--- config.mk ---
export PLATFORM = sky130hd
export DESIGN_NAME = ntf_cic_decimator_flat
export DESIGN_NICKNAME = d
export VERILOG_FILES = /design/src/rtl/lib_switchblock_pkg.sv /design/src/rtl/ntf_cic_decimator_if.sv /design/src/rtl/ntf_cic_decimator_integrator.sv /design/src/rtl/ntf_cic_decimator.sv /design/src/flat_wrapper.sv
export SDC_FILE = /design/constraint.sdc
export NUM_CORES = 1
export LEC_CHECK = 0
export ABC_AREA = 1
export CAP_MARGIN = 15
export CORE_ASPECT_RATIO = 0.8
export CORE_UTILIZATION = 30
export DETAILED_ROUTE_END_ITERATION = 7
export MAX_ROUTING_LAYER = met4
export PLACE_DENSITY = 0.43
export SETUP_SLACK_MARGIN = 0.5
export SYNTH_ARGS = -nofsm -noshare
export SYNTH_HDL_FRONTEND = slang
export SYNTH_SLANG_ARGS = --single-unit
--- constraint.sdc ---
create_clock -name clk_i -period 8 [get_ports clk_i]
set_input_delay 0.8 -clock clk_i [delete_from_list [all_inputs] [get_ports clk_i]]
set_output_delay 0.8 -clock clk_i [all_outputs]
set_load 0.005 [all_outputs]
--- src/rtl/lib_switchblock_pkg.sv ---
// Shared constants and helpers for the switchblock receive path.
// Sizes the CIC accumulators so that wrap-around cancels exactly in the combs.
package lib_switchblock_pkg;

  localparam int WIDTH_DEFAULT = 16;
  localparam int DECIM_DEFAULT = 8;
  localparam int CIC_ORDER     = 2;

  // Bit growth of an N-stage CIC is N*log2(R); this width makes modular wrap harmless.
  function automatic int cic_iw(input int width, input int decim);
    return width + CIC_ORDER * $clog2(decim);
  endfunction

  localparam int IW_DEFAULT = cic_iw(WIDTH_DEFAULT, DECIM_DEFAULT);

  typedef logic signed [IW_DEFAULT-1:0] cic_acc_t;

endpackage

--- src/rtl/ntf_cic_decimator_if.sv ---
// Input and output valid/ready channels of the NTF CIC decimator.
interface ntf_cic_decimator_if
  import lib_switchblock_pkg::*;
#(
  parameter int WIDTH = WIDTH_DEFAULT
) ();

  logic                      in_valid_i;
  logic signed [WIDTH-1:0]   in_data_i;
  logic                      in_ready_o;
  logic                      out_valid_o;
  logic signed [2*WIDTH-1:0] out_data_o;
  logic                      out_ready_i;

  modport slave (
    input  in_valid_i, in_data_i, out_ready_i,
    output in_ready_o, out_valid_o, out_data_o
  );

  modport master (
    output in_valid_i, in_data_i, out_ready_i,
    input  in_ready_o, out_valid_o, out_data_o
  );

endinterface

--- src/rtl/ntf_cic_decimator_integrator.sv ---
// One CIC integrator register: loads d_i when enabled, clears synchronously.
module cic_integrator_stage #(
  parameter int IW = 22
) (
  input  logic                 clk_i,
  input  logic                 reset_i,
  input  logic                 en_i,
  input  logic signed [IW-1:0] d_i,
  output logic signed [IW-1:0] q_o
);

  logic signed [IW-1:0] acc_q;
  logic signed [IW-1:0] acc_d;

  always_comb begin
    acc_d = en_i ? d_i : acc_q;
  end

  // NOTE: sequential state uses <= so every flop samples pre-edge values.
  always_ff @(posedge clk_i) begin
    if (reset_i) acc_q <= '0;
    else         acc_q <= acc_d;
  end

  assign q_o = acc_q;

endmodule

--- src/rtl/ntf_cic_decimator.sv ---
// Second-order CIC decimator: integrates NTF codes at the input rate, combs
// once per DECIM accepted samples and holds the result in a one-entry output.
module ntf_cic_decimator
  import lib_switchblock_pkg::*;
#(
  parameter int WIDTH = WIDTH_DEFAULT,
  parameter int DECIM = DECIM_DEFAULT
) (
  input  logic                clk_i,
  input  logic                reset_i,
  ntf_cic_decimator_if.slave  bus
);

  localparam int IW = cic_iw(WIDTH, DECIM);
  localparam int PW = $clog2(DECIM);
  localparam logic [PW-1:0] PHASE_LAST = PW'(DECIM - 1);

  typedef logic signed [IW-1:0] acc_t;

  logic signed [WIDTH-1:0]   in_data;
  logic                      in_ready;
  logic                      accept;
  logic                      window_end;
  acc_t                      i1_q, i1_d, i2_q, i2_d;
  acc_t                      d1_q, d1_d, d2_q, d2_d;
  acc_t                      c1, y;
  logic [PW-1:0]             phase_q, phase_d;
  logic                      out_valid_q, out_valid_d;
  logic signed [2*WIDTH-1:0] out_data_q, out_data_d;

  assign in_data = bus.in_data_i;

  // Stall only when this accept would overwrite an output nobody has taken yet.
  assign in_ready   = !(phase_q == PHASE_LAST && out_valid_q && !bus.out_ready_i);
  assign accept     = bus.in_valid_i && in_ready;
  assign window_end = accept && (phase_q == PHASE_LAST);

  always_comb begin
    i1_d = i1_q + acc_t'(in_data);
    i2_d = i2_q + i1_d;
    c1   = i2_d - d1_q;
    y    = c1 - d2_q;
  end

  cic_integrator_stage #(.IW(IW)) u_int1 (
    .clk_i   (clk_i),
    .reset_i (reset_i),
    .en_i    (accept),
    .d_i     (i1_d),
    .q_o     (i1_q)
  );

  cic_integrator_stage #(.IW(IW)) u_int2 (
    .clk_i   (clk_i),
    .reset_i (reset_i),
    .en_i    (accept),
    .d_i     (i2_d),
    .q_o     (i2_q)
  );

  always_comb begin
    phase_d     = phase_q;
    d1_d        = d1_q;
    d2_d        = d2_q;
    out_valid_d = out_valid_q;
    out_data_d  = out_data_q;
    if (out_valid_q && bus.out_ready_i) out_valid_d = 1'b0;
    if (accept) phase_d = window_end ? '0 : phase_q + 1'b1;
    if (window_end) begin
      d1_d        = i2_d;
      d2_d        = c1;
      out_data_d  = (2*WIDTH)'(y);
      out_valid_d = 1'b1;
    end
  end

  always_ff @(posedge clk_i) begin
    if (reset_i) begin
      phase_q     <= '0;
      d1_q        <= '0;
      d2_q        <= '0;
      out_valid_q <= 1'b0;
      out_data_q  <= '0;
    end else begin
      phase_q     <= phase_d;
      d1_q        <= d1_d;
      d2_q        <= d2_d;
      out_valid_q <= out_valid_d;
      out_data_q  <= out_data_d;
    end
  end

  assign bus.in_ready_o  = in_ready;
  assign bus.out_valid_o = out_valid_q;
  assign bus.out_data_o  = out_data_q;

endmodule

--- src/flat_wrapper.sv ---
// flat-port wrapper written by rule: the top's interface ports become plain ports
module ntf_cic_decimator_flat import lib_switchblock_pkg::*;
#(
  parameter int WIDTH = WIDTH_DEFAULT,
  parameter int DECIM = DECIM_DEFAULT
)
  (clk_i, reset_i, bus_in_valid_i, bus_in_data_i, bus_out_ready_i, bus_in_ready_o, bus_out_valid_o, bus_out_data_o);
  ntf_cic_decimator_if #(.WIDTH(WIDTH)) bus_i ();
  input  logic clk_i;
  input  logic reset_i;
  input wire logic [$bits(bus_i.in_valid_i)-1:0] bus_in_valid_i;
  input wire logic [$bits(bus_i.in_data_i)-1:0] bus_in_data_i;
  input wire logic [$bits(bus_i.out_ready_i)-1:0] bus_out_ready_i;
  output wire logic [$bits(bus_i.in_ready_o)-1:0] bus_in_ready_o;
  output wire logic [$bits(bus_i.out_valid_o)-1:0] bus_out_valid_o;
  output wire logic [$bits(bus_i.out_data_o)-1:0] bus_out_data_o;
  assign bus_i.in_valid_i = bus_in_valid_i;
  assign bus_i.in_data_i = bus_in_data_i;
  assign bus_i.out_ready_i = bus_out_ready_i;
  assign bus_in_ready_o = bus_i.in_ready_o;
  assign bus_out_valid_o = bus_i.out_valid_o;
  assign bus_out_data_o = bus_i.out_data_o;
  ntf_cic_decimator #(.WIDTH(WIDTH), .DECIM(DECIM)) u_core (.clk_i(clk_i), .reset_i(reset_i), .bus(bus_i));
endmodule
After elaboration in Yosys (flattened, before gate mapping)
Cells that the tools add are included.
- input bits: 20
- logic and storage cells: 24
- register bits after elaboration: 114
- output and inout port bits: 34
- reductions and logical operators: 8
- add/sub/neg operators: 5
- mux-type cells: 3
- equal/unequal tests: 1
- operator list (cell ; number):
    subtractor 22 bit ; 2
    adder 22 x 16 -> 22 bit ; 1
    adder 22 bit ; 1
    logical AND 1 bit ; 5
    adder 3 x 1 -> 3 bit, second input constant ; 1
    equality test 3 bit, second input constant ; 1
    two-way mux 3 bit ; 1
    zero test 1 bit ; 2
    two-way mux 1 bit ; 2
    nonzero test 2 bit ; 1

Longest topological paths before layout
- word-level depth: 7
- gate-level depth with buffers: 39
- depth with buffers taken out: 39

Hierarchy
Synthesis repeated with hierarchy kept, for this count alone.
- cell total of the unflattened synthesis: 1297
- area total of the unflattened synthesis: 8775.9 µm²
- by module, submodules not included (module ; area an instance (µm²) ; sequential area each (µm²) ; times used ; cells each):
    ntf_cic_decimator ; 6929.1 ; 1401.3 ; 1 ; 1017
    cic_integrator_stage ; 923.4 ; 440.4 ; 2 ; 140

Least setup slack after synthesis
OpenSTA, ideal clock, no wires.
- path type: input -> register
- start point: input bus_in_data_i[0]
- end point: register, netlist name u_core.bus.out_data_o[21]
- cell stages on the path: 36
- arrival time: 5.756 ns
- path slack: 2.136 ns
- required time: 7.891 ns
- buffers on the path: 0
- setup time: 0.109 ns
- cells stage by stage: ha_1 -> inv_1 -> fa_1 -> inv_1 -> nand3_1 -> nand2_1 -> a21oi_1 -> o21ai_0 -> xor2_1 -> ha_1 -> nand2_1 -> nor3_1 -> a21oi_2 -> o21ai_0 -> xor2_1 -> ha_1 -> nand2_1 -> nor2_1 -> o21ai_0 -> o211ai_1 -> a21oi_1 -> o21bai_1 -> nand3_1 -> nand2_1 -> xor2_1 -> ha_1 -> inv_1 -> nor4_1 -> nand3_1 -> nand3_1 -> xor2_1 -> inv_1 -> nand3_1 -> nand3_1 -> nand2_1 -> inv_1
- word-level cells in the longest chain between the ends: 4
- ends and longest elaborated chain (item ; RTL line ; source):
    start: declaration ; flat_wrapper.sv:12 ; input wire logic [$bits(bus_i.in_data_i)-1:0] bus_in_data_i;
    adder 22 x 16 -> 22 bit ; ntf_cic_decimator.sv:39 ; i1_d = i1_q + acc_t'(in_data);
    via u_core.i1_d[8] ; ntf_cic_decimator.sv:24 ; acc_t i1_q, i1_d, i2_q, i2_d;
    adder 22 bit ; ntf_cic_decimator.sv:40 ; i2_d = i2_q + i1_d;
    via u_core.i2_d[12] ; ntf_cic_decimator.sv:24 ;
    subtractor 22 bit ; ntf_cic_decimator.sv:41 ; c1 = i2_d - d1_q;
    via u_core.c1[19] ; ntf_cic_decimator.sv:26 ; acc_t c1, y;
    subtractor 22 bit ; ntf_cic_decimator.sv:42 ; y = c1 - d2_q;
The timed path passes the listed nets, and every way through them passes these cells.
A chain may end at the register's enable or synchronous reset.

Worst setup path in the final report
- start point: input bus_in_data_i[0]
- end point: register, netlist name u_core.bus.out_data_o[21]
- word-level cells in the longest chain between the ends: 4
- ends and longest elaborated chain (item ; RTL line):
    adder 22 x 16 -> 22 bit ; ntf_cic_decimator.sv:39
    via u_core.i1_d[8] ; ntf_cic_decimator.sv:24
    adder 22 bit ; ntf_cic_decimator.sv:40
    via u_core.i2_d[12] ; ntf_cic_decimator.sv:24
    subtractor 22 bit ; ntf_cic_decimator.sv:41
    via u_core.c1[15] ; ntf_cic_decimator.sv:26
    subtractor 22 bit ; ntf_cic_decimator.sv:42
The timed path passes the listed nets, and every way through them passes these cells.

==> impl_summary.md <==
Clock tree
The total CTS buffers is 17. The clock latency at the later pin of the worst-skew pair is between 400 and 500 ps. The post-cts hold buffer count is 0. The clock root buffer is clkbuf_16. Clock-pin slew was measured on the worst setup and hold paths at 60 ps. The H-tree was split into 4 levels.

The maximum buffer depth of the clock tree is 2. TritonCTS built the clock tree. The clock net in this run drives a total of about 110 sinks.

Critical path
The worst path buffer plus inverter count is 7. The largest fanout of any net on the critical path is 4. STA classifies the critical path endpoint as a flip-flop. For this run, the slowest stage of the critical path takes approximately 460 ps. The type of element launching the critical path is an input pin.

The library cell contributing the largest single delay on the critical path is clkdlybuf4s50_1. The arrival time at the worst endpoint is between 7000 and 8000 ps. STA puts the critical path data required time at 8320 ps. The category of cells accounting for the largest share of critical-path delay is simple AND/OR/NAND/NOR gates. The critical path is of the input pin to flip-flop type.

Floorplan
The number of primary I/O pins is 54. The core region is around 28,000 um2. The die area is ~30,000 um2. The die span in y is 153 um.

The initialized floorplan defines 54 standard-cell rows. The x dimension of the die is 191 um. The initial standard-cell utilization of the core is 0.310.

Logic synthesis
After synthesis, the largest family of logic cells by area is compound AO/OA/AOI/OAI gates. The top cell type's share of synthesized area is 0.266. The synthesized area divided by synthesized cell count is between 6 and 7 um2. Synthesis handed over a netlist of between 1k and 1.5k instances.

Synthesis produced a netlist with a net count of around 1.4k. The part of the Yosys area used for sequential elements is 0.266. Sorting the synthesized cells by area gives the leading types as dfxtp_1 27%, ha_1 13%, inv_1 9.7%.

The count of unique library cells instantiated by Yosys is 44. The Yosys step of the flow raised 0 warnings. The flip-flop and latch count after synthesis is between 100 and 150. The mapped netlist covers approximately 8600 um2.

The post-synthesis compound-gate area fraction is 0.216. Yosys instantiated no cell more often than inv_1. The share of flip-flops with an asynchronous set or reset after synthesis is 0. In this run, synthesis inferred 0 flip-flops with an integrated enable. The simple-gate share of the synthesized area is 0.181.

Of the total synthesized cell area, the portion taken by XOR and XNOR cells is 0.0755. The fraction of synthesized area in multiplexers is 0. The cell type contributing the most total cell area after synthesis is dfxtp_1.

By count the netlist is led by 221 x inv_1, 150 x nand2_1, 136 x a21oi_1, 121 x nor2_1, 118 x o21ai_0. For this run, the leading register cell type out of synthesis is dfxtp_1. Of the total synthesized cell area, the portion taken by full adders, half adders and majority gates is 0.136.

Placement
The worst slack after detailed placement is between 150 and 200 ps. Once detailed placement completed, the half-perimeter wirelength came to around 18,000 um. The congestion estimate from routability-driven global placement came to ~0.85.

The number of buffers added on ports is between 50 and 60.

Drt
The detailed router placed just under 8k vias in this run. The met2 routed wirelength is 9350 um. Summed over all nets, wire length on met3 after detailed routing comes to between 800 and 900 um. The iteration-0 DRC count of the detailed router is 408. Dividing the detail-routed wire length by the instance count gives 14.3 um.

The post-route DRC violation count is 0. The number of vias per cell after detailed routing is between 4 and 5. After detailed routing, no signal wire sits above met4. After detailed routing, the total wire length is between 20,000 and 25,000 um.

The detail route stage leaves a number of antenna-violating nets equal to 0. After detailed routing, the wire length on met1 is around 13,000 um. The first detailed-routing pass ran for 5 iterations.

GRT
The initial antenna violation count was 0. The global-route wire length before repair is approximately 38,000 um. Entering global routing, the biggest net connects 96 pins. The number of global-route vias before repair came to slightly above 7k. Global routing finished with a remaining overflow of 0. In the global route stage, overall resource usage came out at 0.170.

Finish
The area used by sequential logic in the layout is 2280 um2. From synthesis to final layout, the design area changed by 17.7%. The number of nets in the finished design is 1,396.

The filler cells instantiated in the layout total around 3k. The area of the multi-input gates is approximately 5300 um2. The final standard cell utilization of the core is 0.365. In the final layout, the share of cells above drive strength 1 is 0.0632. The repair_antennas step left the layout with diodes totalling 0.

STA
For this run, the top clock speed supported by timing is between 100 and 150 MHz. The remaining max-slew budget at the tightest pin is 0.380. The clock period could shrink to around 7000 ps. The total setup violations reported at the end of the flow is 0. The setup clock skew after layout is between 10 and 15 ps. The max-slew violation count is 0. The transition time of the tightest slew-check pin is a little over 900 ps. Across all setup checks in the final design, the least slack found is slightly below 1000 ps. Of the available clock period, the critical path in the final layout requires 0.880.

Setup repair after global routing left no endpoint under its margin. The final hold violation count is 0. The tightest hold path in the finished design has a slack of between 400 and 500 ps.

Flow run
Max-cap violations in this run came to 0.

Outcome
The run finished with clean final reports.

Worst hold path
The worst hold path belongs to the class flip-flop to flip-flop.
[repair_timing]
item	4_1_cts	5_1_grt
endpoints found under the setup margin	0	4
resized for setup	0	8
buffers inserted	0	5
endpoints found under the hold margin	0	0
[cell usage in the layout (no fill, tap or decap), types with 3 or more instances in the layout]
cell type        instances
clkbuf_16               17
nand2_1                149
nand4_1                  9
clkbuf_1                 3
clkdlybuf4s50_1         52
clkinv_2                 5
nor2_1                 121
o21bai_1                17
a211oi_1                 3
nand3_2                  6
dfxtp_1                114
ha_1                    87
nand2_2                  7
a21oi_1                135
a31oi_1                  4
o21ai_0                117
fa_1                     4
nor3_1                   8
buf_4                   15
nand3_1                 43
inv_2                    3
o21a_1                   3
xor2_1                  50
inv_1                  220
o21ai_1                 26
a21oi_2                  7
o211ai_1                10
bufinv_16                5
xnor2_1                 24
a21o_1                   3
[cell families (layout without fill, tap and decap cells)]
group / count (synthesis) / in the layout
compound gates: 338 / 338
xor+xnor: 74 / 74
fa+ha+maj: 91 / 91
buf+inv: 270 / 323
flops: 114 / 114
simple gates: 358 / 358
[final timing paths]
| path | startpoint | endpoint | slack, ps | depth (start not counted) |
|---|---|---|---|---|
| hold / removal | u_core.d1_q[2] | u_core.d1_q[2] | 460 | 2 |
| setup / recovery | bus_in_data_i[0] | u_core.bus.out_data_o[21] | 960 | 40 |
| setup reg to reg | u_core.u_int1.q_o[0] | u_core.bus.out_data_o[21] | 1480 | 39 |
| hold reg to reg | u_core.d1_q[2] | u_core.d1_q[2] | 460 | 2 |
[registers in the layout (all words and copies together), names as in the netlist]
signal                  cells
u_core.d2_q                22
u_core.u_int2.q_o          22
u_core.phase_q              3
u_core.bus.out_valid_o      1
u_core.bus.out_data_o      22
u_core.u_int1.q_o          22
u_core.d1_q                22
[metal layers]
| layer | GRT usage | vias to the layer above |
|---|---|---|
| met5 | - | - |
| met4 | 0.0465 | 0 |
| met3 | 0.0294 | 13 |
| met2 | 0.231 | 107 |
| met1 | 0.253 | 3479 |
| li1 | - | 4145 |
[through the flow]
step | instances | setup TNS, ps | area (um2)
after floorplan | 1245 | 0 | 8580
after global placement | 1625 | -12.6 | 9400
after detailed placement | 1625 | 0 | 9400
after CTS | 1657 | 0 | 10000
after global routing | 1662 | 0 | 10100
final | 1662 | 0 | 10100
[worst register-to-register path, delay by kind of cell, from the launching register on]
kind,cells,cell delay [ps]
simple gates,14,1590
fa+ha+maj,5,1560
compound gates,10,1510
xor+xnor,4,890
buf+inv,6,520
flops,1,320
[layout make-up]
cell class / count / share of cell area
clock buffers: 21 / 0.0446
repair buffers: 68 / 0.0632
clock inverters: 11 / 0.0182
well taps: 364 / 0.0451
flip-flops and latches: 114 / 0.226
multi-input cells: 861 / 0.520
inverters: 223 / 0.0829
Power is left out: the tool's default activity adds up to more than one toggle a clock period on the data nets, which glitch-free logic cannot reach.
==> edit (same settings) <==
Set the package constant `WIDTH_DEFAULT` to 12 (it was 16).
--- a/src/rtl/lib_switchblock_pkg.sv
+++ b/src/rtl/lib_switchblock_pkg.sv
@@ -4,3 +4,3 @@
 
-  localparam int WIDTH_DEFAULT = 16;
+  localparam int WIDTH_DEFAULT = 12;
   localparam int DECIM_DEFAULT = 8;
Ports: changed (resized bus_in_data_i and bus_out_data_o); port bits go from 54 to 42. No check against the original RTL was run, so the function may have changed too.
==> edit against the original RTL <==
Core utilization down 1.1 points. Routed wire length down 32%. Final area down 23%. Non-clock buffer count down 22. Fmax up 6.9%. Clock skew down 3.7 ps. Critical path type unchanged. Synthesized area down 21%. Critical endpoint is now u_core.bus.out_data_o[17]. Largest cell class unchanged. Sequential cell count down 20. Worst setup slack better by 450 ps. Highest routed layer unchanged. Register-to-register slack better by 490 ps.
Power is left out: the tool's default activity adds up to more than one toggle a clock period on the data nets, which glitch-free logic cannot reach.
==> edit: results (changes against the original RTL) <==
Clocking
  • CTS resizes: 0 (unchanged)
  • Clock root buffer: clkbuf_16
  • Worst-Skew Late Latency: 350 ps (-70 ps)
  • Bufs on Longest Clock Path: 2 (unchanged)
  • Number of H-tree levels: 3 (-1)
  • CTS buffer count: 9 (-8)
  • Post-CTS setup buffers: 0 (unchanged)
  • Clock slew at reported path FFs: 70 ps

Timing
  • Slew margin rel.: 31.7% (-6.3 points)
  • Final Skew: 9.26 ps (-3.71 ps)

Synth
  • Ranking of synthesized cells by area: dfxtp_1 (28%), ha_1 (13%), inv_1 (9.3%)
  • Number of synthesized register bits: 94 (-18%)
  • Synth Area in XOR/XNOR: 7.63% (+0.080 points)
  • Post-synth cell types: 46 (+4.5%)
  • Mux contribution to synthesized area: 0% (unchanged)
  • Syn Nets: 1050 (-23%)
  • Synth Area in Adders: 14.1% (+0.50 points)
  • Area fraction in compound gates after synthesis: 21.1% (-0.52 points)
  • Mean Syn Cell Area: 7.05 um^2 (+2.3%)
  • Register area share after synthesis: 27.8% (+1.2 points)
  • Top cells by count, synth: inv_1 (167), nand2_1 (115), a21oi_1 (105)

Placed design
  • Input/output buffers: 41 (-23%)
  • Dpl ws: 1080 ps (+915 ps)
  • Placer Congestion: 0.796 (-6.7%)
  • Cell area after placement: 0.00742 mm^2 (-21%)
  • Hpwl dp: 11500 um (-35%)

Drt
  • Antenna viol nets, final: 0 (unchanged)
  • Wire per inst: 12.6 um (-12%)
  • DRT Pass-1 Iters: 5 (unchanged)
  • Routed via count: 5755 (-26%)
  • Initial DRC count: 208 (-49%)
  • Via density: 4.47 (-4.0%)
  • WL met3: 461 um (-44%)
  • M1 WL: 8850 um (-34%)
  • Met2 Routed Length: 6710 um (-28%)

Worst hold path
  • WHS Path Cells: 2 (unchanged)

Global route
  • Number of global-route vias before repair: 5398 (-24%)
  • Pin count of the biggest net entering global routing: 77 (-20%)
  • Grt ovf: 0 (unchanged)
  • First-pass GRT wire length: 27300 um (-28%)
  • Initial antenna violation count: 0 (unchanged)
  • Tot GR Track Use: 15.4% (-1.7 points)

Critical path
  • Slowest cell on crit path: fa_1
  • R2R depth: 33 (-15%)
  • CP max FO: 5 (+1)
  • CP arrival: 6840 ps (-510 ps)
  • Crit-path max cell delay: 420 ps (-40 ps)

Layout
  • # fillers: 2410 (-18%)
  • Ant diodes: 0 (unchanged)
  • Layout cell share with drive strength beyond 1: 6.08% (-0.24 points)

Status
  • Status: complete, no violations
[edit: cell count changes after synthesis, moves of 17 or more]
cell	before	now
inv_1	221	167
ha_1	87	70
a21oi_1	136	105
nand2_1	150	115
dfxtp_1	114	94
nor2_1	121	87
xor2_1	50	33
o21ai_0	118	89
[edit: per-stage QoR]
step / hold slack (ps) / utilization (%)
2_1_floorplan: 435 / -
6_report: 464 / 35.4
5_1_grt: 497 / 35.4
3_5_place_dp: 463 / 34.0
3_3_place_gp: 456 / 34.0
4_1_cts: 473 / 35.3
[edit: worst max-delay path: cells and delay by family]
family,cells,cell delay (ps)
and+or+nand+nor,12,1420
AOI/OAI and AO/OA,9,1700
buffers and inverters,5,670
xor gates and xnor gates,3,550
adders and majority gates,5,1690
[edit: layout make-up]
cell class / instances / area share, %
Tap cell: 300 / 4.85
Sequential cell: 94 / 24.3
Clock buffer: 11 / 3.14
Inverter: 170 / 8.24
Multi-Input combinational cell: 661 / 52.9
Timing Repair Buffer: 46 / 5.82
Clock inverter: 5 / 0.760
[edit: final timing paths]
path | start | to | slack [ps]
worst max-delay path | bus_in_data_i[0] | u_core.bus.out_data_o[17] | 1410
worst min-delay path | u_core.d2_q[2] | u_core.d2_q[2] | 460
worst max register to register | u_core.u_int1.q_o[0] | u_core.bus.out_data_o[17] | 1970
worst min register to register | u_core.d2_q[2] | u_core.d2_q[2] | 460
[edit: metal layers]
metal	vias to the layer above	track usage, %
met5	-	-
met4	0	3.45
met3	12	2.79
met2	69	22.8
met1	2517	21.5
li1	3157	-
[edit: cell families after synthesis]
| kind of cell | Yosys count |
|---|---|
| AND/OR/NAND/NOR | 272 |
| XOR/XNOR | 59 |
| flip-flops | 94 |
| adder cells (fa/ha/maj) | 74 |
| AO/OA/AOI/OAI | 256 |
| buffers and inverters | 205 |
